[config.mk]
export PLATFORM = sky130hd
export DESIGN_NAME = wb_arb
export DESIGN_NICKNAME = d
export VERILOG_FILES = /design/src/rtl/wb_arb.sv
export SDC_FILE = /design/constraint.sdc
export NUM_CORES = 1
export LEC_CHECK = 0
export BUFFER_PORTS_ARGS = -buffer_cell sky130_fd_sc_hd__clkbuf_2
export CAP_MARGIN = 40
export CORE_MARGIN = 2
export CORE_UTILIZATION = 30
export DETAILED_ROUTE_END_ITERATION = 8
export SYNTH_ARGS = -nofsm -noshare
export SYNTH_HDL_FRONTEND = slang
export SYNTH_SLANG_ARGS = --single-unit
[constraint.sdc]
create_clock -name clk -period 3.1 [get_ports clk]
set_clock_uncertainty 0.1 [all_clocks]
set_input_delay 0.62 -clock clk [delete_from_list [all_inputs] [get_ports clk]]
set_output_delay 0.62 -clock clk [all_outputs]
set_load 0.02 [all_outputs]
[src/rtl/wb_arb.sv]
// wb_arb: shares the single integer register-file write port between the
// in-order writeback path (A) and a buffered long-latency producer (B).
// A has priority unless the B FIFO is full or B has waited STARVE_MAX
// A grants. Also exports which registers have a queued B write pending.
module wb_arb #(
   parameter int REG_WIDTH  = 32,
   parameter int FIFO_DEPTH = 2,
   parameter int STARVE_MAX = 4
) (
   input  logic                 clk,
   input  logic                 rst_n,
   // requester A: in-order writeback
   input  logic                 a_valid,
   output logic                 a_ready,
   input  logic [4:0]           a_rd,
   input  logic [REG_WIDTH-1:0] a_data,
   // requester B: long-latency producer
   input  logic                 b_valid,
   output logic                 b_ready,
   input  logic [4:0]           b_rd,
   input  logic [REG_WIDTH-1:0] b_data,
   // register-file write port
   output logic                 rf_we,
   output logic [4:0]           rf_waddr,
   output logic [REG_WIDTH-1:0] rf_wdata,
   // hazard / status
   output logic [31:0]          pend_vec,
   output logic                 b_starving
);

   localparam int AW = $clog2(FIFO_DEPTH);
   localparam int CW = $clog2(STARVE_MAX + 1);
   localparam logic [CW-1:0] STARVE_MAX_C = CW'(STARVE_MAX);
   // Pointers that differ only in the wrap bit mean the FIFO is full.
   localparam logic [AW:0]   FULL_XOR     = {1'b1, {AW{1'b0}}};

   // FIFO state
   logic [AW:0]          wr_ptr_q, wr_ptr_d;
   logic [AW:0]          rd_ptr_q, rd_ptr_d;
   logic [4:0]           fifo_rd_q   [FIFO_DEPTH];
   logic [REG_WIDTH-1:0] fifo_data_q [FIFO_DEPTH];

   // starvation counter
   logic [CW-1:0]        starve_cnt_q, starve_cnt_d;

   // registered write port
   logic                 rf_we_q, rf_we_d;
   logic [4:0]           rf_waddr_q, rf_waddr_d;
   logic [REG_WIDTH-1:0] rf_wdata_q, rf_wdata_d;

   // combinational control
   logic                 full, empty, push, pop;
   logic                 grant_a, grant_b, granted;
   logic [AW:0]          count;
   logic [4:0]           head_rd, sel_rd;
   logic [REG_WIDTH-1:0] head_data, sel_data;
   logic [AW-1:0]        slot;
   logic [31:0]          pend;

   // FIFO status, head entry and starvation flag from registered state
   always_comb begin
      empty      = (wr_ptr_q == rd_ptr_q);
      full       = ((wr_ptr_q ^ rd_ptr_q) == FULL_XOR);
      count      = wr_ptr_q - rd_ptr_q;
      head_rd    = fifo_rd_q[rd_ptr_q[AW-1:0]];
      head_data  = fifo_data_q[rd_ptr_q[AW-1:0]];
      b_starving = (starve_cnt_q == STARVE_MAX_C);
   end

   // Arbitration: B wins when A is idle, the FIFO is full, or B is starving
   always_comb begin
      grant_b  = !empty && (!a_valid || full || b_starving);
      grant_a  = a_valid && !grant_b;
      granted  = grant_a || grant_b;
      pop      = grant_b;
      // A full FIFO refuses B even if it pops this cycle: no pass-through.
      b_ready  = !full;
      push     = b_valid && b_ready;
      a_ready  = grant_a;
      sel_rd   = grant_b ? head_rd   : a_rd;
      sel_data = grant_b ? head_data : a_data;
   end

   // Next pointer values
   always_comb begin
      wr_ptr_d = wr_ptr_q + {{AW{1'b0}}, push};
      rd_ptr_d = rd_ptr_q + {{AW{1'b0}}, pop};
   end

   // Starvation counter: counts A grants that bypass a waiting B entry
   always_comb begin
      starve_cnt_d = starve_cnt_q;
      if (grant_b) begin
         starve_cnt_d = '0;
      end else if (grant_a) begin
         if (!empty) begin
            if (!b_starving) begin
               starve_cnt_d = starve_cnt_q + CW'(1);
            end
         end else begin
            starve_cnt_d = '0;
         end
      end
   end

   // Write-port stage: x0 writes are accepted but never reach the register
   // file, and the address/data hold their last real write
   always_comb begin
      rf_we_d    = granted && (sel_rd != 5'd0);
      rf_waddr_d = rf_waddr_q;
      rf_wdata_d = rf_wdata_q;
      if (rf_we_d) begin
         rf_waddr_d = sel_rd;
         rf_wdata_d = sel_data;
      end
   end

   // Pending-destination vector over the valid FIFO entries only
   always_comb begin
      pend = '0;
      slot = '0;
      for (int k = 0; k < FIFO_DEPTH; k++) begin
         slot = rd_ptr_q[AW-1:0] + AW'(k);
         if ((AW+1)'(k) < count) begin
            pend[fifo_rd_q[slot]] = 1'b1;
         end
      end
      // x0 is never written, so it can never be a hazard.
      pend[0]  = 1'b0;
      pend_vec = pend;
   end

   // Control state register: pointers, counter and write port
   // NOTE: sequential state uses non-blocking assignments so every flop
   // samples the pre-edge values computed by the combinational blocks.
   always_ff @(posedge clk or negedge rst_n) begin
      if (!rst_n) begin
         wr_ptr_q     <= '0;
         rd_ptr_q     <= '0;
         starve_cnt_q <= '0;
         rf_we_q      <= 1'b0;
         rf_waddr_q   <= '0;
         rf_wdata_q   <= '0;
      end else begin
         wr_ptr_q     <= wr_ptr_d;
         rd_ptr_q     <= rd_ptr_d;
         starve_cnt_q <= starve_cnt_d;
         rf_we_q      <= rf_we_d;
         rf_waddr_q   <= rf_waddr_d;
         rf_wdata_q   <= rf_wdata_d;
      end
   end

   // FIFO storage written on push
   // NOTE: the storage array has no reset; reset empties the FIFO through
   // the pointers and stale entries are never read as valid.
   always_ff @(posedge clk) begin
      if (push) begin
         fifo_rd_q[wr_ptr_q[AW-1:0]]   <= b_rd;
         fifo_data_q[wr_ptr_q[AW-1:0]] <= b_data;
      end
   end

   assign rf_we    = rf_we_q;
   assign rf_waddr = rf_waddr_q;
   assign rf_wdata = rf_wdata_q;

endmodule

Word-level counts from Yosys, hierarchy flattened
Memory sizes are Yosys's and may differ from the RTL's.
Index checks and enable logic that the tools add are counted.

storage, ports and cells
  word-level logic and storage cells = 55
  register bits after elaboration = 45
  bits of input ports = 78
  bits in writable memories = 74
  memories = 2

memories
  memory       words  width  rd ports  clocked after memory_dff  wr ports  line  text
  fifo_data_q  2      32     1         0                         1         41    logic [REG_WIDTH-1:0] fifo_data_q [FIFO_DEPTH];
  fifo_rd_q    2      5      2         0                         1         40    logic [4:0] fifo_rd_q [FIFO_DEPTH];

operators by class
  equality and inequality tests = 4
  magnitude comparators = 6
  add/subtract/negate cells = 5
  bitwise gates (word level) = 2
  muxes and demuxes = 14
  reductions and logical operators = 16

operators with widths
  cell                 number
  $mux 32              3
  $or 32x32->32        1
  $lt 5x6->1 const B   2
  $mux 3               4
  $demux 1 s5          2
  $ge 5x1->1 const B   2
  $logic_and 1x1->1    6
  $mux 5               1
  $reduce_bool 5->1    1
  $add 2x1->2          2
  $logic_not 1->1      4
  $lt 1x2->1 const A   2
  $mux 1               4
  $add 3x1->3 const B  1
  $eq 3x3->1 const B   1
  $logic_or 1x1->1     3
  $ne 3x1->1 const B   1
  $eq 2x2->1           1
  $eq 2x2->1 const B   1
  $reduce_and 2->1     1
  $reduce_bool 2->1    1
  $sub 2x2->2          1
  $xor 2x2->2          1
  $add 1x1->1 const B  1

Longest topological paths before layout
  depth in word-level cells = 9
  mapped depth = 9
  mapped depth without buffers = 6

Worst setup path after synthesis
OpenSTA, ideal clock, no wires.

  path type = register -> output
  from = reg rd_ptr_q[0]
  to = out pend_vec[10]
  arrival time = 1890 ps
  required time = 2380 ps
  path slack = 490 ps
  stages on the path, launching flop included = 8
  buffers on the path = 3
  cells stage by stage = dfrtp_1 buf_2 clkbuf_1 buf_2 nand2_1 o21ai_0 o21ai_0 o22ai_1

on the way
  longest elaborated chain between the ends = 8
  elaborated cells between the ends (all ways) = 18

RTL lines
  what                                                               line      text
  start: declaration                                                 39        logic [AW:0] rd_ptr_q, rd_ptr_d;
  start signal: assignment                                           146       rd_ptr_q <= rd_ptr_d;
  $add 1x1->1 or $mem_v2 2x5 (tied branches)                         --
  $mem_v2 2x5, or another cell as far along                          --
  $lt 5x6->1 (implied by the code), or another cell as far along     125       pend[fifo_rd_q[slot]] = 1'b1;
  $logic_and 1x1->1 (implied by the code) or $mux 1 (tied branches)  125
  $mux 1 (implied by the code) or $demux 1 s5 (tied branches)        125
  $demux 1 s5 or $mux 32 (tied branches)                             125, 124
  $or 32x32->32 (no line)                                            --
  $mux 32 *                                                          124       if ((AW+1)'(k) < count) begin
  end: declaration                                                   27        output logic [31:0] pend_vec,

Every way passes the cells marked *; elsewhere a longest branch is shown, timed or not.

Worst setup path in the final report
  from = reg wr_ptr_q[0]
  to = out pend_vec[1]

on the way
  longest elaborated chain between the ends = 5
  elaborated cells between the ends (all ways) = 6

RTL lines
  what                      line  text
  start: declaration        38    logic [AW:0] wr_ptr_q, wr_ptr_d;
  start signal: assignment  145   wr_ptr_q <= wr_ptr_d;
  $sub 2x2->2 *             64    count = wr_ptr_q - rd_ptr_q;
  $lt 1x2->1                124
  $mux 32                   124
  $or 32x32->32 (no line)   --
  $mux 32 *                 124

Marked as above.

==> results.toml <==
[outcome]
status = "complete, but fails checks"
violations = "negative setup slack"

[detailed_routing]
drt_iter0_markers = 166
avgRoutedWirePerCell_um = 16.64
drt_pre_antenna_iters = 4
post-route-drc-count = 0
via_per_inst = 4.829
finalWirelength_um = 13250
antenna_violating_nets_post_route = 0
vias = 3844

[critical_path]
timing_worst_setup_path_type = "reg -> out"
crit_path_start_kind = "flop"
cp_max_fo = 8
worst_ep_arrival_time_ns = 2.38
critPathCaptureType = "primary output"
reg2reg_from = "wr_ptr_q[0]$_DFF_PN0_"
startpoint = "wr_ptr_q[0]$_DFF_PN0_"
critPathRequiredTime_ns = 2.38

[global_routing]
overflow = 0
grt_antenna_before_repair = 0
grt_pass1_wl_um = 20760
grt_usage_pct = 13.44
first_global_vias = 3941
largest_net_degree_at_the_start_of_global_routing = 38

[timing]
fin_tns_setup_ns = -0.0003664
max_slew_violations = 0
grt_setup_unrepaired = "yes"
layout_min_cycle_time_ns = 3.100
slew-limit-headroom_pct = 52.05
post-route-worst-setup-slack_ns = -0.0003664
final-hold-violation-count = 0
fmax_mhz = 322.5
min_period_over_period_pct = 100.0
setup_violations = 1
worst_pin_slew_ns = 0.7144

[power_and_ir_drop]
combinational_fraction_of_design_power_pct = 49.2
power.total_uw = 9063
power.clock.fraction_pct = 21.2
p_int_uw = 5784
net_sw_power_uw = 3279
swShare_pct = 36.18
leakage_uw = 0.003099
pwr-share-seq_pct = 29.5
power_density_nw_per_um2 = 1244
worst_ir_drop_vdd_mv = 0.4351

[clock_network]
clock_path_buffers = 2
cts_sinks = 119
clock_tree.root_cell = "clkbuf_16"
worst_setup_hold_path_clk_slew_ns = 0.05
worstSkewPairLatency_ns = 0.40
post-cts-setup-buffers = 0
clock_tree_from_tritoncts = "yes"
tritoncts.num_buffers = 17
htree_levels = 4

[logic_synthesis]
synth_adder_area_share_pct = 1.321
mappedNetlistArea_um2 = 5682
ys_seq_elements = 119
fraction_of_the_mapped_netlist_area_in_compound_gates_pct = 6.673
yosys_warnings = 0
synth.area.mux_share_pct = 23.59
synth_cells = 393
post_synth.cell_area_avg_um2 = 14.46
synth_fp_nets = 477
synth_top_family_by_area = "multiplexers"
ys_seq_area_share_pct = 58.93
synth_simple_gate_area_share_pct = 5.593
synth.lib_cells_used.distinct = 37
post_synth_xor_area_fraction_pct = 0.8809

[placed_design]
port_buffers = 149
detailedPlacementHpwl_um = 9676
place_congestion = 0.8218
worst_slack_at_placement_ns = 0.3175

[floorplan]
die_area_um2 = 20060
placementRows = 50
num_io_pins = 151
dieHeight_um = 141.6
floorplan.core_area_um2 = 18640
starting_density_of_the_core_pct = 30.48
die-width_um = 141.6

[cells_and_area]
drive_above_1_share_pct = 53.02
fin_nets = 633
commonest_cells_after_routing_fill_and_taps_aside = "149 x clkbuf_2, 79 x mux2_2, 74 x edfxtp_1"
most_common_library_cell_in_the_layout_ignoring_fill_and_taps = "clkbuf_2"
num_antenna_cells = 0
syn_to_final_growth_pct = 28.21

[min_path]
worst_hold_path_type = "in -> async"

[job]
drv.max_cap_violation_count = 0
-- stage by stage --
| stage | cell area, um^2 | hold WS [ns] | util (%) | cells |
|---|---|---|---|---|
| after detailed placement | 6693 | 0.3886 | 35.90 | 764 |
| after floorplan | 5682 | 0.2244 | - | 393 |
| after global routing | 7284 | 0.1757 | 39.07 | 796 |
| after CTS | 7273 | 0.1549 | 39.01 | 796 |
| after global placement | 6693 | 0.3650 | 35.90 | 764 |
| final | 7284 | 0.1498 | 39.07 | 796 |
-- worst paths after layout --
check	endpoint	slack (ns)	cells past startpoint
hold reg to reg	starve_cnt_q[2]$_DFFE_PN0P_	0.38	1
setup reg to reg	rf_wdata[2]$_DFFE_PN0P_	0.54	7
min in group clk	fifo_data_q[1][9]$_DFFE_PP_	0.31	1
setup / recovery	pend_vec[1]	-0.0004	7
hold / removal	starve_cnt_q[0]$_DFFE_PN0P_	0.15	1
max in group asynchronous	rf_wdata[28]$_DFFE_PN0P_	1.96	2
-- cell usage after synthesis --
library cell | instances | area (um^2)
a22o_1 | 1 | 8.760
a32o_1 | 1 | 10.01
and2_1 | 3 | 18.77
and3b_1 | 4 | 35.03
buf_1 | 2 | 7.510
buf_2 | 8 | 40.04
buf_4 | 1 | 7.510
buf_6 | 4 | 45.04
clkbuf_1 | 8 | 30.03
conb_1 | 1 | 3.750
dfrtp_1 | 45 | 1126
edfxtp_1 | 74 | 2222
ha_1 | 6 | 75.07
inv_1 | 10 | 37.54
mux2_2 | 79 | 889.6
mux2_4 | 28 | 420.4
mux2i_1 | 3 | 30.03
nand2_1 | 27 | 101.4
nand2b_1 | 5 | 31.28
nand3_1 | 3 | 15.01
nor2_1 | 4 | 15.01
nor2b_1 | 1 | 6.260
nor3_1 | 4 | 20.02
nor3b_1 | 7 | 52.55
nor4_1 | 1 | 6.260
nor4b_1 | 1 | 8.760
o21a_1 | 1 | 7.510
o21ai_0 | 8 | 40.04
o21ai_1 | 6 | 30.03
o221ai_1 | 1 | 8.760
o22a_1 | 2 | 17.52
o22ai_1 | 34 | 212.7
o2bb2ai_1 | 1 | 8.760
o32ai_1 | 4 | 35.03
or4_1 | 1 | 7.510
xor2_1 | 3 | 26.28
xor3_1 | 1 | 23.77
-- cell families (layout without fill, tap and decap cells) --
logic type	Yosys count	count (layout)
other cells	1	1
simple gates	61	61
fa+ha+maj	6	6
mux	110	110
flops	119	119
buf+inv	33	202
xor+xnor	4	4
compound gates	59	59
-- cell type report --
cell class / count / area, um^2
clock inverters: 12 / 133.9
clock buffers: 20 / 446.7
fillers: 1787 / 11360
well taps: 234 / 292.8
flip-flops and latches: 119 / 3349
inverters: 10 / 37.54
repair buffers: 160 / 848.3
multi-input cells: 241 / 2176
-- worst max-delay path, stage by stage, from the launching register on --
cell	delay (ns)
dfrtp_1	0.38
inv_1	0.09
ha_1	0.16
xor3_1	0.30
nand2b_1	0.25
o21ai_1	0.39
o22ai_1	0.21
clkbuf_2	0.20
-- layer usage --
metal	track usage, %	routed length (um)
met5	0	0
met4	4.842	146
met3	3.611	694
met2	23.15	6750
met1	16.22	5657
-- sequential cells by signal, summed over array words and instances (netlist names) --
signal        flops
fifo_data_q      64
rf_wdata         32
fifo_rd_q        10
rf_waddr          5
starve_cnt_q      3
rd_ptr_q          2
wr_ptr_q          2
rf_we             1
-- repair_timing --
| item | 4_1_cts | 5_1_grt |
|---|---|---|
| setup endpoints to repair | 4 | 31 |
| hold buffers | 0 | 0 |
| pin swaps | 0 | 0 |
| gates resized for setup | 1 | 3 |
| endpoints found under the hold margin | 0 | 0 |
-- power by group through the flow --
stage               Combinational [uW]  Clock (uW)  Sequential [uW]
global route                      4810        2060             2740
finish                            4460        1920             2680
global placement                  4310           0             2670
detailed placement                4470           0             2700
CTS                               4480        1980             2680
floorplan                         3090           0             2940
Power figures use the tool's default switching activity.
